[src/rtl/fetch_unit_if.sv]
// Fetch-unit bus: run control, decoder feedback, branch-table load port and PC/status outputs.
interface fetch_unit_if #(
  parameter int PC_W   = 10,
  parameter int LUT_AW = 3
);
  logic              start;
  logic [PC_W-1:0]   start_addr;
  logic              stall;
  logic              branch_en;
  logic [LUT_AW-1:0] branch_idx;
  logic              ctrl_ack_out;
  logic              lut_we;
  logic [LUT_AW-1:0] lut_addr;
  logic [PC_W-1:0]   lut_data;
  logic [PC_W-1:0]   pc;
  logic              running;
  logic              done;
  logic [15:0]       cycle_cnt;
  logic [15:0]       branch_cnt;

  modport master (
    output start, start_addr, stall, branch_en, branch_idx, ctrl_ack_out,
           lut_we, lut_addr, lut_data,
    input  pc, running, done, cycle_cnt, branch_cnt
  );

  modport slave (
    input  start, start_addr, stall, branch_en, branch_idx, ctrl_ack_out,
           lut_we, lut_addr, lut_data,
    output pc, running, done, cycle_cnt, branch_cnt
  );
endinterface

[src/rtl/fetch_unit.sv]
// PC / fetch sequencer with IDLE-RUN-DONE control and a loadable branch-target table.
// Define FETCH_PERF_CNT_EN to build the saturating RUN-cycle and taken-branch counters.
module fetch_unit #(
  parameter int PC_W   = 10,
  parameter int LUT_AW = 3
) (
  input  logic         clk,
  input  logic         reset_n,
  fetch_unit_if.slave  bus
);
  localparam int LUT_N = 1 << LUT_AW;

  typedef enum logic [1:0] {IDLE = 2'd0, RUN = 2'd1, DONE = 2'd2} state_e;

  state_e                      state_q, state_d;
  logic [PC_W-1:0]             pc_q, pc_d;
  logic [LUT_N-1:0][PC_W-1:0]  lut_q;

  logic in_run, advance, start_acc, br_take;

  assign in_run    = (state_q == RUN);
  assign advance   = in_run && !bus.stall && !bus.ctrl_ack_out;
  assign start_acc = !in_run && bus.start;
  assign br_take   = advance && bus.branch_en;

  always_ff @(posedge clk or negedge reset_n) begin
    if (!reset_n) state_q <= IDLE;
    else          state_q <= state_d;
  end

  always_comb begin
    state_d = state_q;
    case (state_q)
      IDLE, DONE: if (bus.start) state_d = RUN;
      RUN:        if (!bus.stall && bus.ctrl_ack_out) state_d = DONE;
      default:    state_d = IDLE;
    endcase
  end

  always_comb begin
    bus.running = (state_q == RUN);
    bus.done    = (state_q == DONE);
  end

  // Halt leaves the PC on the halt instruction; stall beats everything.
  always_comb begin
    pc_d = pc_q;
    if (start_acc)    pc_d = bus.start_addr;
    else if (br_take) pc_d = lut_q[bus.branch_idx];
    else if (advance) pc_d = pc_q + 1'b1;
  end

  always_ff @(posedge clk or negedge reset_n) begin
    if (!reset_n) pc_q <= '0;
    else          pc_q <= pc_d;
  end

  assign bus.pc = pc_q;

  // Table is frozen while running so a branch never races a load.
  always_ff @(posedge clk or negedge reset_n) begin
    if (!reset_n)                lut_q <= '0;
    else if (bus.lut_we && !in_run) lut_q[bus.lut_addr] <= bus.lut_data;
  end

`ifdef FETCH_PERF_CNT_EN
  logic [15:0] cyc_q, brc_q;

  always_ff @(posedge clk or negedge reset_n) begin
    if (!reset_n) begin
      cyc_q <= '0;
      brc_q <= '0;
    end else if (start_acc) begin
      cyc_q <= '0;
      brc_q <= '0;
    end else begin
      if (in_run && cyc_q != 16'hFFFF)  cyc_q <= cyc_q + 16'd1;
      if (br_take && brc_q != 16'hFFFF) brc_q <= brc_q + 16'd1;
    end
  end

  assign bus.cycle_cnt  = cyc_q;
  assign bus.branch_cnt = brc_q;
`else
  assign bus.cycle_cnt  = 16'd0;
  assign bus.branch_cnt = 16'd0;
`endif

endmodule

[src/flat_wrapper.sv]
// flat-port wrapper written by rule: the top's interface ports become plain ports
module fetch_unit_flat 
#(
  parameter int PC_W   = 10,
  parameter int LUT_AW = 3
)
  (clk, reset_n, bus_start, bus_start_addr, bus_stall, bus_branch_en, bus_branch_idx, bus_ctrl_ack_out, bus_lut_we, bus_lut_addr, bus_lut_data, bus_pc, bus_running, bus_done, bus_cycle_cnt, bus_branch_cnt);
  fetch_unit_if #(.PC_W(PC_W), .LUT_AW(LUT_AW)) bus_i ();
  input  logic clk;
  input  logic reset_n;
  input wire logic [$bits(bus_i.start)-1:0] bus_start;
  input wire logic [$bits(bus_i.start_addr)-1:0] bus_start_addr;
  input wire logic [$bits(bus_i.stall)-1:0] bus_stall;
  input wire logic [$bits(bus_i.branch_en)-1:0] bus_branch_en;
  input wire logic [$bits(bus_i.branch_idx)-1:0] bus_branch_idx;
  input wire logic [$bits(bus_i.ctrl_ack_out)-1:0] bus_ctrl_ack_out;
  input wire logic [$bits(bus_i.lut_we)-1:0] bus_lut_we;
  input wire logic [$bits(bus_i.lut_addr)-1:0] bus_lut_addr;
  input wire logic [$bits(bus_i.lut_data)-1:0] bus_lut_data;
  output wire logic [$bits(bus_i.pc)-1:0] bus_pc;
  output wire logic [$bits(bus_i.running)-1:0] bus_running;
  output wire logic [$bits(bus_i.done)-1:0] bus_done;
  output wire logic [$bits(bus_i.cycle_cnt)-1:0] bus_cycle_cnt;
  output wire logic [$bits(bus_i.branch_cnt)-1:0] bus_branch_cnt;
  assign bus_i.start = bus_start;
  assign bus_i.start_addr = bus_start_addr;
  assign bus_i.stall = bus_stall;
  assign bus_i.branch_en = bus_branch_en;
  assign bus_i.branch_idx = bus_branch_idx;
  assign bus_i.ctrl_ack_out = bus_ctrl_ack_out;
  assign bus_i.lut_we = bus_lut_we;
  assign bus_i.lut_addr = bus_lut_addr;
  assign bus_i.lut_data = bus_lut_data;
  assign bus_pc = bus_i.pc;
  assign bus_running = bus_i.running;
  assign bus_done = bus_i.done;
  assign bus_cycle_cnt = bus_i.cycle_cnt;
  assign bus_branch_cnt = bus_i.branch_cnt;
  fetch_unit #(.PC_W(PC_W), .LUT_AW(LUT_AW)) u_core (.clk(clk), .reset_n(reset_n), .bus(bus_i));
endmodule
[config.mk]
export PLATFORM = sky130hd
export DESIGN_NAME = fetch_unit_flat
export DESIGN_NICKNAME = d
export VERILOG_FILES = /design/src/rtl/fetch_unit_if.sv /design/src/rtl/fetch_unit.sv /design/src/flat_wrapper.sv
export SDC_FILE = /design/constraint.sdc
export NUM_CORES = 1
export LEC_CHECK = 0
export CAP_MARGIN = 0
export CORE_ASPECT_RATIO = 2
export CORE_UTILIZATION = 50
export DETAILED_ROUTE_END_ITERATION = 12
export GPL_TIMING_DRIVEN = 0
export MAX_ROUTING_LAYER = met4
export PLACE_DENSITY = 0.8
export SETUP_SLACK_MARGIN = 0.4
export SYNTH_ARGS = -nofsm -noshare
export SYNTH_HDL_FRONTEND = slang
export SYNTH_SLANG_ARGS = --single-unit
[constraint.sdc]
create_clock -name clk -period 1.82 [get_ports clk]
set_input_delay 0.273 -clock clk [delete_from_list [all_inputs] [get_ports clk]]
set_output_delay 0.273 -clock clk [all_outputs]
set_load 0.03 [all_outputs]
==> run summary, run 1 <==
The clock period minus final worst setup slack was 1.78 ns; the largest driver fanout on the critical path was 5. Core region area: 0.00895 mm². The number of endpoints failing setup at the final stage was 0; the layout-stage area growth over the synthesis result was 40.9%.

After detailed routing, the average wire length per cell comes to 23.8 µm. Clock-pin slew was measured on the worst setup and hold paths at 0.08 ns. For this block, the initial DRC count from the detailed router was 171. Async set or reset register ratio after synthesis: 100%.

The max-cap violation count came out at 0. Wires add up to 13000 µm. Net switching is 32.9% of the power. The proportion of synthesized chip area in sequential cells came out at 50.2%.

The horizontal extent of the die is 69.7 µm, and the pin count of the biggest net entering global routing is 78. The die is 137 µm tall. The tools report the cell area reported after detailed placement as 0.00555 mm². In this run the worst setup path begins at u_core.state_q[1]$_DFFE_PN0P_.

The power spent charging and discharging nets was 3.13 mW; the number of cells in the design after placement was 501. The cell class contributing the biggest share of worst-path delay was simple AND/OR/NAND/NOR gates. Across all hold checks on the routed design, the worst slack comes to 0.323 ns. After routing the design area is 0.00646 mm².

The first-pass GRT wire length is 18600 µm, and the number of global-route vias before repair is 3320. Number of flops mapped to enable cells by yosys: 0. The cell sitting at the root of the clock tree is a sky130_fd_sc_hd__clkbuf_16.

The maximum clock skew at final layout came out at 0.00842 ns. The flow ran to the end, and the final reports show no timing, DRC or antenna violations. The tools report the part of the power in combinational logic as 41.0%. Global routing used 27.7% of the available tracks across all layers. TritonCTS built the clock tree.

The worst setup path is of the flip-flop to flip-flop kind. In this run the cell area of the synthesized design comes to 0.00458 mm². The logs give 0 for the number of hold violations in the final report and 545 for the number of standard cells in the layout, taps in and fillers out.

Summed over all cells, the static leakage comes to 3.03 nW. The main flop type after synthesis was sky130_fd_sc_hd__dfrtp_1. Counting stages on the worst path, the most repeated cell is sky130_fd_sc_hd__buf_6.

The biggest area contributor in the post-synthesis netlist is sky130_fd_sc_hd__dfrtp_1. The measured slew at the worst slew-check pin is 0.603 ns. For the final routed database, the setup TNS stands at 0 ns.

The count of state elements after synthesis is 92, and the share of layout cells above drive strength 1 is 54.4%. The floorplan has 49 rows. In this run the critical register-to-register path is launched from u_core.state_q[1]$_DFFE_PN0P_.

The global-route congestion overflow total was 0; the clock net sink count was 92. The run gives 0 as the number of DRC violations after detailed routing. Together, buffers and inverters on the worst path number 2.

For the critical path data required time, the log shows 2.05 ns. In this run the power density over the cells is 1470 mW/mm². The quantity of I/O buffers inserted on ports is 41, and the final count of pins violating max slew is 0.

The number of antenna diodes in the final layout is 0. The critical path's largest stage delay was 0.39 ns. The slowest stage of the critical path is the sky130_fd_sc_hd__dfrtp_1 cell. Registers are responsible for 39.6% of the overall power. The critical path goes through nand2b_4, nand3b_1, buf_6, nor3b_4, buf_6, mux2_4. For the clock latency on the worst-skew pair, the log shows 0.35 ns. The least setup slack across all paths after layout was 0.0445 ns. The total die area was 0.00957 mm²; the setup slack at placement was -0.273 ns. The run gives 326 as the synthesized instance count.

The initial antenna violation count was 0; the ratio of routed vias to standard cells was 5.83. The starting density of the core was 51.2%; the number of levels the H-tree was split into was 3. In this run, the clock network consumes 19.4% of the power. For the first-pass iteration count of the detailed router, the log shows 4. In this run the worst hold path is classified as primary input to async pin. STA classifies the critical path startpoint as a flip-flop. Averaged over all synthesized cells, the footprint is 14.1 µm². Across all layers, the routed design uses 3175 vias. Synthesis instantiated 48 different standard cells from the library. The total clock buffers created by CTS is 9. The setup slack on the worst flop-to-flop path is 0.04 ns, and the fill cell instance count of the final layout is 538. Count of nets after finishing: 472. In the post-synthesis netlist, the biggest area contributors are sky130_fd_sc_hd__dfrtp_1 50%, sky130_fd_sc_hd__mux2_1 18%, sky130_fd_sc_hd__mux4_2 8.4%, sky130_fd_sc_hd__buf_4 5.2%, sky130_fd_sc_hd__mux2_2 2.2%. The count of nets left with antenna violations once routing finished came out at 0.

77 I/O pins were placed. VDD sags by at most 0.00113 V. After layout, the worst path uses 97.6% of the clock period.

Setup repair after global routing could not meet its margin everywhere. The maximum buffer depth of the clock tree was 2. The internal power was 6.38 mW; the HPWL reported at the end of detailed placement was 7610 µm. Summed over its instances, the top area cell type makes up 50.2% of the synthesized netlist area. The sort of element at the end of the critical path was a flip-flop. The highest clock rate was 0.563 GHz. The tools report the routability-driven placement congestion ratio as 0.946. At the worst endpoint, the arrival time is 2.01 ns. For this run, the number of Yosys warnings is 0.

The worst slew slack as a fraction of its limit was 59.8%.
==> sequential cells by signal, indices dropped and copies added, names as in the netlist <==
| signal | count |
|---|---|
| u_core.lut_q | 80 |
| u_core.bus.pc | 10 |
| u_core.state_q | 2 |
==> worst paths after layout <==
check                      cells after the start                       endpoint
max reg2reg                                    6   u_core.lut_q[40]$_DFFE_PN0P_
min reg2reg                                    1   u_core.lut_q[77]$_DFFE_PN0P_
max                                            6   u_core.lut_q[40]$_DFFE_PN0P_
min in group clk                               3  u_core.state_q[0]$_DFFE_PN0P_
min                                            2    u_core.lut_q[7]$_DFFE_PN0P_
max in group asynchronous                      3  u_core.state_q[0]$_DFFE_PN0P_
==> per-stage QoR <==
stage / total power [mW] / utilization (%)
after global routing: 9.93 / 72.1
after CTS: 9.15 / 69.9
after floorplan: 5.95 / -
final: 9.51 / 72.1
after global placement: 6.76 / 61.7
after detailed placement: 6.93 / 62.0
==> synth_stat cells, types with 5 or more instances <==
master	count
sky130_fd_sc_hd__mux2_2	9
sky130_fd_sc_hd__mux2_1	74
sky130_fd_sc_hd__buf_2	10
sky130_fd_sc_hd__buf_4	32
sky130_fd_sc_hd__mux4_2	17
sky130_fd_sc_hd__mux2i_1	7
sky130_fd_sc_hd__nand2_1	8
sky130_fd_sc_hd__dfrtp_1	92
sky130_fd_sc_hd__o22ai_1	5
sky130_fd_sc_hd__nor2_1	6
==> cells in the final DEF, fill, tap and decap left out, drive strengths merged, types with 4 or more instances in the layout <==
| cell type | n |
|---|---|
| xnor2 | 4 |
| nand2 | 9 |
| buf | 72 |
| clkbuf | 15 |
| mux2 | 83 |
| conb | 32 |
| dfrtp | 92 |
| nand3 | 5 |
| o22ai | 5 |
| nor2 | 7 |
| inv | 8 |
| a21oi | 4 |
| mux4 | 20 |
| nand2b | 4 |
| mux2i | 7 |
| nand3b | 4 |
| o21ai | 5 |
| clkdlybuf4s50 | 24 |
| clkdlybuf4s15 | 5 |
==> power groups by stage <==
| stage | clock network [mW] | registers [mW] | logic [mW] |
|---|---|---|---|
| floorplan | 0 | 3.73 | 2.22 |
| global placement | 0 | 3.65 | 3.11 |
| detailed placement | 0 | 3.73 | 3.20 |
| CTS | 1.86 | 3.71 | 3.59 |
| global route | 1.96 | 3.86 | 4.10 |
| finish | 1.85 | 3.77 | 3.90 |
==> layer usage <==
layer / global-route usage, % / vias up / share of wire [%]
li1: - / 1377 / -
met1: 28.9 / 1612 / 35
met2: 47.1 / 143 / 55
met3: 5.27 / 43 / 4.8
met4: 19.2 / 0 / 5.7
met5: - / - / 0
==> kinds of logic (layout without fill, tap and decap cells) <==
| kind of cell | after synthesis | count (layout) | share of synthesized area [%] |
|---|---|---|---|
| flip-flops | 92 | 92 | 50.2 |
| AND/OR/NAND/NOR | 43 | 45 | 5.49 |
| other | 1 | 32 | 0.0818 |
| buffers and inverters | 48 | 132 | 6.99 |
| multiplexers | 110 | 110 | 32.0 |
| AO/OA/AOI/OAI | 27 | 27 | 4.15 |
| adder cells (fa/ha/maj) | 1 | 1 | 0.273 |
| XOR/XNOR | 4 | 4 | 0.765 |
==> cell type report <==
cell class	instances	area [µm²]	share of cell area, %
Inverter	3	13.8	0.213
Multi-Input combinational cell	219	2590	40.2
Clock buffer	9	225	3.49
Buffer	45	403	6.24
Clock inverter	7	66.3	1.03
Timing Repair Buffer	68	716	11.1
Tap cell	102	128	1.98
Sequential cell	92	2310	35.8
==> repair_timing <==
action	4_1_cts	5_1_grt
resized for setup	92	54
endpoints found under the hold margin	15	0
hold buffers	1	0
setup buffers	16	5
pin swaps	10	8
gates cloned	4	2
endpoints found under the setup margin	102	100
(Power assumes the default switching activity.)
==> inputs of run 2 (changes only) <==
Settings changed: ABC_AREA from default to 1, CORE_UTILIZATION 50 to 54, PLACE_DENSITY 0.8 to 0.84.
==> run summary, run 2 <==
For the number of DRC violations after detailed routing, the log shows 0 (unchanged). The routability-driven placement congestion ratio is 0.912 (was 0.946), and the count of state elements after synthesis is 92 (unchanged). The library cell with the largest summed area after synthesis is sky130_fd_sc_hd__dfrtp_1 (unchanged). The logs give 0 (unchanged) for the initial antenna violation count and 0 (unchanged) for the antenna diode count. The root buffer cell was sky130_fd_sc_hd__clkbuf_16 (unchanged).

The reg-to-reg critical path startpoint is u_core.state_q[0]$_DFFE_PN0P_ (was u_core.state_q[1]$_DFFE_PN0P_). The run gives 0.35 ns (was 0.04 ns) as the setup slack on the worst flop-to-flop path. The quantity of I/O buffers inserted on ports works out to 42 (was 41). The global-route congestion overflow total was 0 (unchanged); the final clock period utilization by the worst path was 80.7% (was 97.6%).

Top library cells by usage in the layout, fill and taps aside: 173 x sky130_fd_sc_hd__nand2_1, 86 x sky130_fd_sc_hd__dfrtp_1, 61 x sky130_fd_sc_hd__o21ai_0, 55 x sky130_fd_sc_hd__inv_1, 48 x sky130_fd_sc_hd__nor2_1 (was 84 x sky130_fd_sc_hd__dfrtp_1, 75 x sky130_fd_sc_hd__mux2_4, 46 x sky130_fd_sc_hd__buf_4, 32 x sky130_fd_sc_hd__conb_1, 24 x sky130_fd_sc_hd__clkdlybuf4s50_1). For the highest clock rate, the log shows 0.681 GHz (was 0.563 GHz). The first-pass iteration count of the detailed router is 6 (was 4), and the ratio of routed vias to standard cells is 5.46 (was 5.83).

The number of endpoints failing setup at the final stage is 0 (unchanged), and the count of pins on the block boundary is 77 (unchanged). Die outline height: 138 µm (was 137 µm). Number of nets with antenna violations after routing: 0 (unchanged). The path category of the worst min-delay check was primary input to async pin (unchanged). The flow ran to the end, and the final reports show no timing, DRC or antenna violations. Cell with the most instances after synthesis: sky130_fd_sc_hd__nand2_1 (was sky130_fd_sc_hd__dfrtp_1). The synthesized instance count is 652 (was 326). The most common library cell in the layout ignoring fill and taps is sky130_fd_sc_hd__nand2_1 (was sky130_fd_sc_hd__dfrtp_1). Reported leakage power: 3.23 nW (was 3.03 nW).

The largest voltage drop on the vdd net is 0.000879 V (was 0.00113 V). The worst slew slack as a fraction of its limit is 58.3% (was 59.8%), and the clock period minus final worst setup slack is 1.47 ns (was 1.78 ns). The clock latency on the worst-skew pair was 0.36 ns (was 0.35 ns). TritonCTS built the clock tree. The number of cell rows is 49 (unchanged).

The horizontal extent of the die is 69.8 µm (was 69.7 µm). Clock group share of total power: 20.4% (was 19.4%). For the number of standard cells in the layout, taps in and fillers out, the log shows 854 (was 545). The final count of pins violating max slew came out at 0 (unchanged).

The logs give 49 (was 78) for the pin count of the biggest net entering global routing and 20800 µm (was 18600 µm) for the first-pass GRT wire length. The count of distinct cell types in the synthesized netlist was 27 (was 48). The tools report the fill cell instance count of the final layout as 685 (was 538). The number of cells in the design after placement is 828 (was 501). The tools report the maximum buffer depth of the clock tree as 2 (unchanged).

The starting density of the core was 55.5% (was 51.2%). Leading cell types by count after synthesis: 192 x sky130_fd_sc_hd__nand2_1, 98 x sky130_fd_sc_hd__o21ai_0, 92 x sky130_fd_sc_hd__dfrtp_1, 57 x sky130_fd_sc_hd__inv_1, 52 x sky130_fd_sc_hd__nor2_1 (was 92 x sky130_fd_sc_hd__dfrtp_1, 74 x sky130_fd_sc_hd__mux2_1, 32 x sky130_fd_sc_hd__buf_4, 17 x sky130_fd_sc_hd__mux4_2, 10 x sky130_fd_sc_hd__buf_2). The count of routing violations after the opening detailed-route iteration was 363 (was 171); the share of layout cells above drive strength 1 was 22.5% (was 54.4%). The largest driver fanout on the critical path was 10 (was 5); the core region area was 0.00895 mm² (unchanged). The arrival time at the worst endpoint was 1.69 ns (was 2.01 ns); the combined area of all synthesized cells was 0.00496 mm² (was 0.00458 mm²).

The clock-pin slew reported for the worst setup and hold paths after clock tree synthesis is 0.07 ns (was 0.08 ns). The clock net sink count is 92 (unchanged). The final cell utilization of the core came out at 70.5% (was 72.1%). The tools report the sort of element at the end of the critical path as a flip-flop (unchanged).

For the proportion of synthesized chip area in sequential cells, the log shows 46.4% (was 50.2%). The total power density per cell area was 1470 mW/mm² (about the same); the synthesis warning total was 0 (unchanged). Top register by number of flip-flops: u_core.lut_q (unchanged). The number of levels the H-tree was split into is 3 (unchanged), and the max-cap violation count is 0 (unchanged).

The measured slew at the worst slew-check pin was 0.625 ns (was 0.603 ns). The fraction of power spent switching nets works out to 39.5% (was 32.9%). Layout-stage area growth over the synthesis result: 27.1% (was 40.9%).

The critical path data required time was 2.04 ns (was 2.05 ns); the mean area per synthesized cell was 7.61 µm² (was 14.1 µm²). Area contributors post-synth: sky130_fd_sc_hd__dfrtp_1 46%, sky130_fd_sc_hd__nand2_1 15%, sky130_fd_sc_hd__o21ai_0 9.9%, sky130_fd_sc_hd__buf_4 5.3%, sky130_fd_sc_hd__nand3_1 5.0% (was sky130_fd_sc_hd__dfrtp_1 50%, sky130_fd_sc_hd__mux2_1 18%, sky130_fd_sc_hd__mux4_2 8.4%, sky130_fd_sc_hd__buf_4 5.2%, sky130_fd_sc_hd__mux2_2 2.2%). The number of hold violations in the final report came out at 0 (unchanged). Main flop type after synthesis: sky130_fd_sc_hd__dfrtp_1 (unchanged). The number of cells on the worst reg-to-reg path came out at 8 (was 6). For the internal power, the log shows 5.60 mW (was 6.38 mW). The capture instance of the worst register-to-register path was u_core.lut_q[10]$_DFFE_PN0P_ (was u_core.lut_q[40]$_DFFE_PN0P_).

The run gives 9470 µm (was 7610 µm) as the HPWL reported at the end of detailed placement. The per-cell routed wire length came out at 16.3 µm (was 23.8 µm). The total clock buffers created by CTS was 9 (unchanged).

The worst setup path startpoint was u_core.state_q[0]$_DFFE_PN0P_ (was u_core.state_q[1]$_DFFE_PN0P_). The number of global-route vias before repair was 4287 (was 3320). The tools report the via count of the routed design as 4667 (was 3175). The type of the setup path with the least slack is flip-flop to flip-flop (unchanged). The run gives 13900 µm (was 13000 µm) as the total length of routed wires. The tools report the startpoint class of the critical path as a flip-flop (unchanged). The run gives 0.00960 mm² (was 0.00957 mm²) as the total die area. The run gives 42.0% (was 39.6%) as the part of the power in registers. The tools report the part of the power in combinational logic as 37.6% (was 41.0%). The number of flip-flops under the largest register name was 80 (unchanged).

Aggregate global-route resource usage: 29.2% (was 27.7%). Power spent charging and discharging nets: 3.65 mW (was 3.13 mW). The async set or reset register ratio after synthesis came out at 100% (unchanged). The fraction of post-synthesis cell area in the top cell type by area is 46.4% (was 50.2%).

Setup repair after global routing could not meet its margin everywhere. Maximum clock skew at final layout: 0.0133 ns (was 0.00842 ns). The count of nets after finishing was 781 (was 472); the number of flops mapped to enable cells by yosys was 0 (unchanged).
run 2: cell count changes in the layout (fill, tap and decap cells not counted), sizes merged, moves of 5 or more:
cell / previous run / this run
clkdlybuf4s50: 24 / 29
inv: 8 / 66
mux2: 83 / 0
mux2i: 7 / 0
mux4: 20 / 0
nand2: 9 / 194
nand3: 5 / 51
nand4: 2 / 9
nor2: 7 / 56
o21ai: 5 / 111
o22ai: 5 / 0
run 2: repair_timing:
action	4_1_cts	5_1_grt
pin swaps	3	11
cloned	1	2
endpoints found under the setup margin	97	99
gates resized for setup	47	155
hold buffers	1	0
setup buffers	3	3
hold endpoints to repair	47	0
run 2: power by group through the flow:
stage,logic [mW],registers [mW],clock network (mW)
after floorplan,2.10,3.81,0
after global placement,2.97,3.72,0
after detailed placement,3.10,3.79,0
after CTS,3.18,3.76,1.89
after global routing,3.88,3.99,1.97
final,3.48,3.89,1.89
run 2: layout make-up:
class | count | area, µm² | area share (%)
flip-flops and latches | 92 | 2310 | 36.6
multi-input cells | 463 | 2300 | 36.4
repair buffers | 52 | 514 | 8.15
plain buffers | 63 | 512 | 8.11
inverters | 66 | 250 | 3.97
clock buffers | 9 | 225 | 3.57
well taps | 102 | 128 | 2.02
clock inverters | 7 | 73.8 | 1.17
run 2: critical path, stage by stage (launching register included):
cell and delay [ns]:
sky130_fd_sc_hd__dfrtp_1 0.39, sky130_fd_sc_hd__inv_2 0.10, sky130_fd_sc_hd__nor2_8 0.05, sky130_fd_sc_hd__buf_6 0.12, sky130_fd_sc_hd__nor2_8 0.12, sky130_fd_sc_hd__nand4_1 0.19
sky130_fd_sc_hd__buf_6 0.21, sky130_fd_sc_hd__nand2_1 0.07, sky130_fd_sc_hd__o21ai_0 0.08
run 2: cells by family after synthesis:
kind of cell	synth area share (%)
other cells	0.0756
simple gates	26.9
buf+inv	13.2
fa+ha+maj	0.252
flops	46.4
xor+xnor	0.353
compound gates	12.8
run 2: layer usage:
layer / vias up / GRT usage, % / share of wire, %
met3: 72 / 4.46 / 6.8
met1: 2130 / 29.0 / 32
met5: - / - / 0
met2: 263 / 52.0 / 54
met4: 0 / 19.7 / 7.1
li1: 2202 / - / -
run 2: through the flow:
step	power, mW	worst slack [ns]	cell area, µm²	hold slack, ns	setup TNS [ns]
2_1_floorplan	5.91	0.403	5090	-0.0226	0
3_3_place_gp	6.69	-3.02	5630	0.461	-248.82
3_5_place_dp	6.89	0.0287	5660	0.331	0
4_1_cts	8.83	0.337	6030	0.485	0
5_1_grt	9.84	0.264	6310	0.506	0
6_report	9.25	0.352	6310	0.483	0
run 2: how the worst max path moves through the flow:
| stage | to | slack (ns) | depth (start not counted) |
|---|---|---|---|
| floorplan | u_core.bus.pc[5]$_DFFE_PN0P_ | 0.40 | 9 |
| global placement | u_core.bus.pc[2]$_DFFE_PN0P_ | -3.02 | 1 |
| detailed placement | u_core.lut_q[57]$_DFFE_PN0P_ | 0.03 | 5 |
| CTS | u_core.lut_q[57]$_DFFE_PN0P_ | 0.34 | 7 |
| global route | u_core.lut_q[10]$_DFFE_PN0P_ | 0.26 | 8 |
| finish | u_core.lut_q[10]$_DFFE_PN0P_ | 0.35 | 8 |
